--- src/rtl/pingpong_buffer_ctrl_pkg.sv ---
// Shared definitions for the ping-pong lane-buffer controller:
// FSM state encodings and default bus widths.
package pingpong_buffer_ctrl_pkg;

    localparam int ADDR_W_DEF = 4;
    localparam int DATA_W_DEF = 8;

    typedef enum logic [1:0] {
        ST_IDLE  = 2'd0,
        ST_FILL  = 2'd1,
        ST_READY = 2'd2,
        ST_SWAP  = 2'd3
    } pp_state_t;

    // True when the write pointer sits on the final entry of a frame
    function automatic logic is_last_addr(input logic [ADDR_W_DEF-1:0] addr);
        return (addr == {ADDR_W_DEF{1'b1}});
    endfunction

endpackage

--- src/rtl/pingpong_buffer_ctrl_if.sv ---
// Client-side bus of the ping-pong controller: the y-update handshake
// and the VGA read request/response.
interface pingpong_buffer_ctrl_if
    import pingpong_buffer_ctrl_pkg::*;
#(
    parameter int ADDR_W = ADDR_W_DEF,
    parameter int DATA_W = DATA_W_DEF
);
    logic              upd_valid;
    logic [DATA_W-1:0] upd_y;
    logic              upd_ready;
    logic              rd_en;
    logic [ADDR_W-1:0] rd_addr;
    logic [DATA_W-1:0] rd_data;
    logic              rd_valid;

    // Update stage / VGA side
    modport master (
        output upd_valid, upd_y, rd_en, rd_addr,
        input  upd_ready, rd_data, rd_valid
    );

    // Controller side
    modport slave (
        input  upd_valid, upd_y, rd_en, rd_addr,
        output upd_ready, rd_data, rd_valid
    );
endinterface

--- src/rtl/pingpong_rd_mux.sv ---
// Read-return path: captures which bank was front when a request was
// issued, then registers that bank's RAM output one cycle later.
module pingpong_rd_mux #(
    parameter int DATA_W = 8
) (
    input  logic              clk,
    input  logic              resetn,
    input  logic              rd_en,
    input  logic              front,
    input  logic [DATA_W-1:0] ram1_q,
    input  logic [DATA_W-1:0] ram2_q,
    output logic [DATA_W-1:0] rd_data,
    output logic              rd_valid
);
    logic sel_reg;
    logic pend_reg;

    // Two-stage pipeline: request/bank-select, then registered data mux
    always_ff @(posedge clk) begin
        if (!resetn) begin
            sel_reg  <= 1'b0;
            pend_reg <= 1'b0;
            rd_data  <= '0;
            rd_valid <= 1'b0;
        end else begin
            pend_reg <= rd_en;
            if (rd_en) begin
                sel_reg <= front;
            end
            rd_valid <= pend_reg;
            if (pend_reg) begin
                rd_data <= sel_reg ? ram2_q : ram1_q;
            end
        end
    end
endmodule

--- src/rtl/pingpong_buffer_ctrl.sv ---
// Ping-pong frame-buffer controller for the two note-lane y-position RAMs.
// Fills the back bank from the update stage, serves VGA reads from the
// front bank and swaps banks on vsync once the back bank is complete.
// Optional feature macro: PINGPONG_DROP_CNT_EN (dropped-frame counter).
module pingpong_buffer_ctrl
    import pingpong_buffer_ctrl_pkg::*;
#(
    parameter int ADDR_W = ADDR_W_DEF,
    parameter int DATA_W = DATA_W_DEF
) (
    input  logic                    clk,
    input  logic                    resetn,
    input  logic                    vsync,
    input  logic                    map,
    pingpong_buffer_ctrl_if.slave   bus,
    output logic                    ram1_wr_en,
    output logic                    ram1_rd_en,
    output logic [ADDR_W-1:0]       ram1_addr,
    output logic [DATA_W-1:0]       ram1_wdata,
    input  logic [DATA_W-1:0]       ram1_q,
    output logic                    ram2_wr_en,
    output logic                    ram2_rd_en,
    output logic [ADDR_W-1:0]       ram2_addr,
    output logic [DATA_W-1:0]       ram2_wdata,
    input  logic [DATA_W-1:0]       ram2_q,
    output logic                    front,
    output logic                    swap_pulse,
    output logic [7:0]              drop_cnt
);
    pp_state_t         state_reg;
    logic              front_reg;
    logic [ADDR_W-1:0] wr_addr_reg;
    logic              upd_ready_reg;
    logic              swap_pulse_reg;
    logic              map_q;
    logic              map_chg;
    logic              accept;
    logic              last_addr;
    logic [DATA_W-1:0] rd_data_int;
    logic              rd_valid_int;

    // A map change cancels the fill; it also suppresses any write offered
    // in the same cycle so a stale value never lands in the new frame.
    assign map_chg   = (map != map_q);
    assign accept    = bus.upd_valid & upd_ready_reg & ~map_chg;
    assign last_addr = (wr_addr_reg == {ADDR_W{1'b1}});

    // Track the selected map every cycle to detect changes
    always_ff @(posedge clk) begin
        map_q <= map;
    end

    // Frame sequencing FSM with registered handshake/status outputs
    always_ff @(posedge clk) begin
        if (!resetn) begin
            state_reg      <= ST_IDLE;
            front_reg      <= 1'b0;
            wr_addr_reg    <= '0;
            upd_ready_reg  <= 1'b0;
            swap_pulse_reg <= 1'b0;
        end else begin
            swap_pulse_reg <= 1'b0;
            if (state_reg != ST_IDLE && map_chg) begin
                state_reg     <= ST_IDLE;
                wr_addr_reg   <= '0;
                upd_ready_reg <= 1'b0;
            end else begin
                case (state_reg)
                    ST_IDLE: begin
                        if (vsync) begin
                            state_reg     <= ST_FILL;
                            wr_addr_reg   <= '0;
                            upd_ready_reg <= 1'b1;
                        end
                    end
                    ST_FILL: begin
                        // vsync here is a dropped frame: keep filling
                        if (accept) begin
                            wr_addr_reg <= wr_addr_reg + ADDR_W'(1);
                            if (last_addr) begin
                                state_reg     <= ST_READY;
                                upd_ready_reg <= 1'b0;
                            end
                        end
                    end
                    ST_READY: begin
                        if (vsync) begin
                            state_reg      <= ST_SWAP;
                            swap_pulse_reg <= 1'b1;
                        end
                    end
                    ST_SWAP: begin
                        // The swapping vsync also opens the next fill
                        front_reg     <= ~front_reg;
                        state_reg     <= ST_FILL;
                        wr_addr_reg   <= '0;
                        upd_ready_reg <= 1'b1;
                    end
                    default: begin
                        state_reg     <= ST_IDLE;
                        upd_ready_reg <= 1'b0;
                    end
                endcase
            end
        end
    end

    // Writes target only the back bank, reads only the front bank
    always_comb begin
        ram1_wr_en = accept & front_reg;
        ram2_wr_en = accept & ~front_reg;
        ram1_rd_en = bus.rd_en & ~front_reg;
        ram2_rd_en = bus.rd_en & front_reg;
        ram1_addr  = ram1_wr_en ? wr_addr_reg : bus.rd_addr;
        ram2_addr  = ram2_wr_en ? wr_addr_reg : bus.rd_addr;
        ram1_wdata = ram1_wr_en ? bus.upd_y : '0;
        ram2_wdata = ram2_wr_en ? bus.upd_y : '0;
    end

    pingpong_rd_mux #(
        .DATA_W (DATA_W)
    ) u_rd_mux (
        .clk      (clk),
        .resetn   (resetn),
        .rd_en    (bus.rd_en),
        .front    (front_reg),
        .ram1_q   (ram1_q),
        .ram2_q   (ram2_q),
        .rd_data  (rd_data_int),
        .rd_valid (rd_valid_int)
    );

    assign bus.upd_ready = upd_ready_reg;
    assign bus.rd_data   = rd_data_int;
    assign bus.rd_valid  = rd_valid_int;
    assign front         = front_reg;
    assign swap_pulse    = swap_pulse_reg;

`ifdef PINGPONG_DROP_CNT_EN
    logic [7:0] drop_cnt_reg;

    // Count vsyncs that arrive mid-fill, saturating; an abort takes precedence
    always_ff @(posedge clk) begin
        if (!resetn) begin
            drop_cnt_reg <= 8'd0;
        end else if (state_reg == ST_FILL && vsync && !map_chg && drop_cnt_reg != 8'hFF) begin
            drop_cnt_reg <= drop_cnt_reg + 8'd1;
        end
    end

    assign drop_cnt = drop_cnt_reg;
`else
    assign drop_cnt = 8'd0;
`endif

endmodule
--- src/flat_wrapper.sv ---
// flat-port wrapper written by rule: the top's interface ports become plain ports
module pingpong_buffer_ctrl_flat import pingpong_buffer_ctrl_pkg::*;
#(
    parameter int ADDR_W = ADDR_W_DEF,
    parameter int DATA_W = DATA_W_DEF
)
  (clk, resetn, vsync, map, ram1_wr_en, ram1_rd_en, ram1_addr, ram1_wdata, ram1_q, ram2_wr_en, ram2_rd_en, ram2_addr, ram2_wdata, ram2_q, front, swap_pulse, drop_cnt, bus_upd_valid, bus_upd_y, bus_rd_en, bus_rd_addr, bus_upd_ready, bus_rd_data, bus_rd_valid);
  pingpong_buffer_ctrl_if #(.ADDR_W(ADDR_W), .DATA_W(DATA_W)) bus_i ();
  input  logic clk;
  input  logic resetn;
  input  logic vsync;
  input  logic map;
  output logic ram1_wr_en;
  output logic ram1_rd_en;
  output logic [ADDR_W-1:0] ram1_addr;
  output logic [DATA_W-1:0] ram1_wdata;
  input  logic [DATA_W-1:0] ram1_q;
  output logic ram2_wr_en;
  output logic ram2_rd_en;
  output logic [ADDR_W-1:0] ram2_addr;
  output logic [DATA_W-1:0] ram2_wdata;
  input  logic [DATA_W-1:0] ram2_q;
  output logic front;
  output logic swap_pulse;
  output logic [7:0] drop_cnt;
  input wire logic [$bits(bus_i.upd_valid)-1:0] bus_upd_valid;
  input wire logic [$bits(bus_i.upd_y)-1:0] bus_upd_y;
  input wire logic [$bits(bus_i.rd_en)-1:0] bus_rd_en;
  input wire logic [$bits(bus_i.rd_addr)-1:0] bus_rd_addr;
  output wire logic [$bits(bus_i.upd_ready)-1:0] bus_upd_ready;
  output wire logic [$bits(bus_i.rd_data)-1:0] bus_rd_data;
  output wire logic [$bits(bus_i.rd_valid)-1:0] bus_rd_valid;
  assign bus_i.upd_valid = bus_upd_valid;
  assign bus_i.upd_y = bus_upd_y;
  assign bus_i.rd_en = bus_rd_en;
  assign bus_i.rd_addr = bus_rd_addr;
  assign bus_upd_ready = bus_i.upd_ready;
  assign bus_rd_data = bus_i.rd_data;
  assign bus_rd_valid = bus_i.rd_valid;
  pingpong_buffer_ctrl #(.ADDR_W(ADDR_W), .DATA_W(DATA_W)) u_core (.clk(clk), .resetn(resetn), .vsync(vsync), .map(map), .bus(bus_i), .ram1_wr_en(ram1_wr_en), .ram1_rd_en(ram1_rd_en), .ram1_addr(ram1_addr), .ram1_wdata(ram1_wdata), .ram1_q(ram1_q), .ram2_wr_en(ram2_wr_en), .ram2_rd_en(ram2_rd_en), .ram2_addr(ram2_addr), .ram2_wdata(ram2_wdata), .ram2_q(ram2_q), .front(front), .swap_pulse(swap_pulse), .drop_cnt(drop_cnt));
endmodule
--- config.mk ---
export PLATFORM = sky130hd
export DESIGN_NAME = pingpong_buffer_ctrl_flat
export DESIGN_NICKNAME = d
export VERILOG_FILES = /design/src/rtl/pingpong_buffer_ctrl_pkg.sv /design/src/rtl/pingpong_buffer_ctrl_if.sv /design/src/rtl/pingpong_rd_mux.sv /design/src/rtl/pingpong_buffer_ctrl.sv /design/src/flat_wrapper.sv
export SDC_FILE = /design/constraint.sdc
export NUM_CORES = 1
export LEC_CHECK = 0
export BUFFER_PORTS_ARGS = -buffer_cell sky130_fd_sc_hd__buf_2
export CAP_MARGIN = 20
export CELL_PAD_IN_SITES_DETAIL_PLACEMENT = 0
export CELL_PAD_IN_SITES_GLOBAL_PLACEMENT = 1
export CORE_UTILIZATION = 32
export DETAILED_ROUTE_END_ITERATION = 8
export PLACE_DENSITY = 0.86
export SLEW_MARGIN = 10
export SYNTH_ARGS = -nofsm -noshare
export SYNTH_HDL_FRONTEND = slang
export SYNTH_SLANG_ARGS = --single-unit
--- constraint.sdc ---
create_clock -name clk -period 3.9 [get_ports clk]
set_input_delay 0.195 -clock clk [delete_from_list [all_inputs] [get_ports clk]]
set_output_delay 0.195 -clock clk [all_outputs]
set_load 0.005 [all_outputs]
[After elaboration in Yosys (flattened, before gate mapping)]
Cells that the tools add are included.
Cells by class
  add/sub/neg operators: 1
  equal/unequal tests: 9
  mux-type cells: 18
  bitwise operators: 11
  reduce and logical (&&, ||, !) cells: 10
Operators with widths (count)
  8-bit two-way mux: 3
  4-bit two-way mux: 4
  4-bit one-hot mux with 3 select lines: 1
  2-bit two-way mux: 4
  2-bit one-hot mux with 4 select lines: 1
  4-bit AND reduction: 2
  1-bit bitwise AND: 6
  1-bit NOT: 5
  4-bit by 1-bit adder with 4-bit output, second input constant: 1
  2-bit equality test, second input constant: 2
  4-bit equality test, second input constant: 1
  1-bit two-way mux: 4
  2-bit by 1-bit != test with 1-bit output, second input constant: 2
  2-bit != test, second input constant: 2
  1-bit one-hot mux with 3 select lines: 1
  3-bit AND reduction: 1
  3-bit nonzero test: 1
  3-bit OR reduction: 1
  2-bit by 1-bit equality test with 1-bit output, second input constant: 1
  2-bit logical NOT: 1
  2-bit AND reduction: 1
  2-bit nonzero test: 1
  2-bit OR reduction: 1
  1-bit logical AND: 1
  1-bit != test: 1
Word-level totals
  register bits after elaboration: 21
  bits of input ports: 34
  output and inout port bits: 48

[Logic depth before layout (Yosys ltp)]
  word-level depth: 5
  gate-level depth with buffers: 6
  mapped depth without buffers: 6

[Cells and area by module]
A second synthesis with hierarchy kept.
Second synthesis, totals
  cells, all modules: 146
  area total of the unflattened synthesis: 1331.3 um2
Modules (own cells, without submodules)
  pingpong_buffer_ctrl: times used 1, cells an instance 104, area an instance 887.1 um2
  pingpong_rd_mux: times used 1, cells an instance 42, area an instance 444.2 um2

[Least setup slack after synthesis]
No wires, ideal clock.
  kind: reg2out
  from: register u_core.map_q
  to: output port ram2_addr[2]
  arrival: 1.324 ns
  required time: 3.705 ns
  setup slack: 2.381 ns
  cell stages (with the launch flop): 6
  buffers on the path: 1
  cell sequence: dfxtp_1 xnor2_2 nand3_2 nor2_4 buf_6 mux2_4
Between the ends
  word-level cells in the longest chain between the ends: 5
RTL lines
  start: declaration: line pingpong_buffer_ctrl.sv:35  | logic map_q;
  start signal: assignment: line pingpong_buffer_ctrl.sv:50  | map_q <= map;
  1-bit != test: line pingpong_buffer_ctrl.sv:44  | assign map_chg = (map != map_q);
  1-bit NOT: line pingpong_buffer_ctrl.sv:45  | assign accept = bus.upd_valid & upd_ready_reg & ~map_chg;
  1-bit bitwise AND: line pingpong_buffer_ctrl.sv:45
  1-bit bitwise AND: line pingpong_buffer_ctrl.sv:111  | ram2_wr_en = accept & ~front_reg;
  named net ram2_wr_en: line flat_wrapper.sv:18  | output logic ram2_wr_en;
  4-bit two-way mux: line pingpong_buffer_ctrl.sv:115  | ram2_addr = ram2_wr_en ? wr_addr_reg : bus.rd_addr;
  end: declaration: line flat_wrapper.sv:20  | output logic [ADDR_W-1:0] ram2_addr;
The timed path passes the listed nets, and every way through them passes these cells.

[Worst setup path in the final report]
  from: register u_core.map_q
  to: output port ram2_addr[3]
Between the ends
  word-level cells in the longest chain between the ends: 5
RTL lines (line)
  1-bit != test: pingpong_buffer_ctrl.sv:44
  1-bit NOT: pingpong_buffer_ctrl.sv:45
  1-bit bitwise AND: pingpong_buffer_ctrl.sv:45
  1-bit bitwise AND: pingpong_buffer_ctrl.sv:111
  4-bit two-way mux: pingpong_buffer_ctrl.sv:115
Every way passes these cells.

==> impl_metrics.toml <==
[outcome]
status = "completed"

[power_and_ir_drop]
clockPowerShare_pct = 22.4
power_frac_seq_pct = 40.4
p_sw_mw = 0.2365
power_density_nw_per_um2 = 377.0
p_leak_nw = 0.9617
vdd.ir_drop.worst_mv = 0.1734
p_int_mw = 0.4253
sw_frac_of_total_pct = 35.73
pwr-share-comb_pct = 37.2

[floorplanning]
rows = 23
die_h_um = 66.92
io_pins = 82
dieArea_um2 = 4478
initial_core_util_pct = 33.48
fp.dieW_um = 66.92
core_um2 = 4029

[drt]
drt_iter0_markers = 70
ant_nets = 0
dr.pass1.iters = 4
avgRoutedWirePerCell_um = 11.21
wirelength_um = 2982
vias_per_cell = 4.756
vias = 1265
drc = 0

[global_routing]
grt_pass1_vias = 1008
grt_max_degree = 18
overflow = 0
grt_usage_pct = 13.65
grt_antenna_before_repair = 0
grt_pass1_wl_um = 4560

[worst_setup_path]
cp-start-kind = "flop"
crit_type = "flop to output pin"
max_stage_delay_ps = 370
cp.arrival_ps = 1870
critPathMaxFanout = 13
rr_worst_depth = 6
cp.required_ps = 3700
crit_path_end_kind = "output pin"
crit_path_cell_trace = "xnor2_2, nand3_2, nor2_4, mux2_2, buf_2"
worst_path_max_delay_cell = "mux2_2"

[timing]
min_period_over_period_pct = 52.94
setup-violations-final = 0
rsz0062_at_grt = "false"
period_needed_ps = 2065
hold_violations = 0
fin_skew_ps = 0.8089
timing.setup.tns_ps = 0
finalMaxSlewViolations = 0
relSlewSlack_pct = 64.13
maxClockFrequency_mhz = 484.3
worst_pin_slew_ps = 537.4

[yosys]
synth_warnings = 0
synthArstFlopShare_pct = 0
seq_area_frac_synth_pct = 31.17
synth_cell_types = 36
synth_enable_flop_cells = 0
synth-seq-cells = 21
postSynthCellCount = 147
synth_area_um2 = 1349
synthFlopType = "dfxtp_1"
synth_area_per_cell_um2 = 9.175

[place]
io_buffers = 73
dp_hpwl_um = 2339
gp_congestion = 0.7851
place_area_um2 = 1707

[clock_tree]
post_cts_buffers = 0
cts.sink_count = 21
clock-root-buffer = "clkbuf_8"
hold_buffers = 0
max-clock-path-buffers = 2
cts_tree = "built"
cts_htree_levels = 1
clock_latency_ps = 260
path_clk_slew_ps = 80
post_cts_resized = 0
cts_buffers = 3

[final_layout]
layout-drive-gt1-share_pct = 43.06
n_fill_cell = 429
areaGrowthSynthToFinish_pct = 30.15
nets = 258
final_common_cell = "buf_2"
layout_common_cells = "buf_2, dfxtp_1, nand2_1, and2_1, and3_1"
n_antenna_cell = 0
largest_reg_flops = 8
final_area_um2 = 1755

[job]
max_cap_viol_count = 0

[worst_hold_path]
holdPathStages = 1
hold_class = "input pin to flop"
==> cells in the mapped netlist (2+ instances only) <==
cell      number  area share [%]
o21a_1         2             1.1
nand4_1        3             1.4
nor2b_1        2            0.93
mux2_4         2             2.2
mux2i_1        9             6.7
clkbuf_1       4             1.1
mux2_2         7             5.8
a21oi_1        5             1.9
nand2_1       13             3.6
and3_1        10             4.6
a41oi_1        2             1.3
o22ai_1        2            0.93
buf_2          2            0.74
o21ai_0        3             1.1
ha_1           7             6.5
nor2_1         4             1.1
inv_1          6             1.7
dfxtp_1       21              31
o211a_1        8             5.9
and2_1        12             5.6
buf_4          8             4.5
==> power by group through the flow <==
stage | logic (mW) | registers [mW] | clock network [mW]
2_1_floorplan | 0.182 | 0.264 | 0
3_3_place_gp | 0.246 | 0.273 | 0
3_5_place_dp | 0.246 | 0.273 | 0
4_1_cts | 0.247 | 0.268 | 0.155
5_1_grt | 0.275 | 0.273 | 0.163
6_report | 0.246 | 0.267 | 0.148
==> worst max-delay path: cells and delay by family (launching register included) <==
family,cells,cell delay (ps)
flops,1,330
mux,1,370
buf+inv,1,130
simple gates,2,460
xor+xnor,1,320
==> kinds of logic after synthesis <==
logic type / Yosys count / share of synthesized area (%)
AOI/OAI and AO/OA: 27 / 15.68
buffers and inverters: 21 / 8.812
muxes: 18 / 14.75
other: 1 / 0.2780
DFF: 21 / 31.17
xor gates and xnor gates: 2 / 1.856
adders and majority gates: 7 / 6.493
and+or+nand+nor: 50 / 20.96
==> metal layers <==
metal | track usage, % | share of wire (%) | vias up
met5 | 0 | 0 | -
met4 | 7.181 | 2.0 | 0
met3 | 1.541 | 6.2 | 5
met2 | 24.12 | 48 | 51
met1 | 15.91 | 44 | 569
li1 | - | - | 640
==> final timing paths <==
kind,slack [ps],to,start
worst max-delay path,1840,ram2_addr[3],u_core.map_q
worst min-delay path,70,u_core.map_q,map
worst max register to register,2270,u_core.state_reg[0],u_core.state_reg[0]
worst min register to register,480,u_core.u_rd_mux.rd_data[6],u_core.u_rd_mux.rd_data[6]
==> area by class of cell <==
class                           count  area [um2]  area share (%)
Clock buffer                        3       41.29           2.352
Timing Repair Buffer               73       365.4           20.81
Tap cell                           50       62.56           3.564
Multi-Input combinational cell    112       835.8           47.61
Clock inverter                      1       7.507          0.4277
Inverter                            6       22.52           1.283
Sequential cell                    21       420.4           23.95
==> stage by stage <==
| stage | std cells | power, mW | hold slack (ps) | utilization, % | worst slack [ps] |
|---|---|---|---|---|---|
| after global placement | 262 | 0.5182 | 343.6 | 42.36 | 2139 |
| after detailed placement | 262 | 0.5195 | 346.1 | 42.36 | 2108 |
| after global routing | 266 | 0.7115 | 69.90 | 43.57 | 1712 |
| final | 266 | 0.6617 | 72.44 | 43.57 | 1835 |
| after CTS | 266 | 0.6699 | 67.29 | 43.57 | 1818 |
| after floorplan | 154 | 0.4468 | 222.7 | - | 2381 |
No activity file was read; power rests on OpenSTA's default activity.
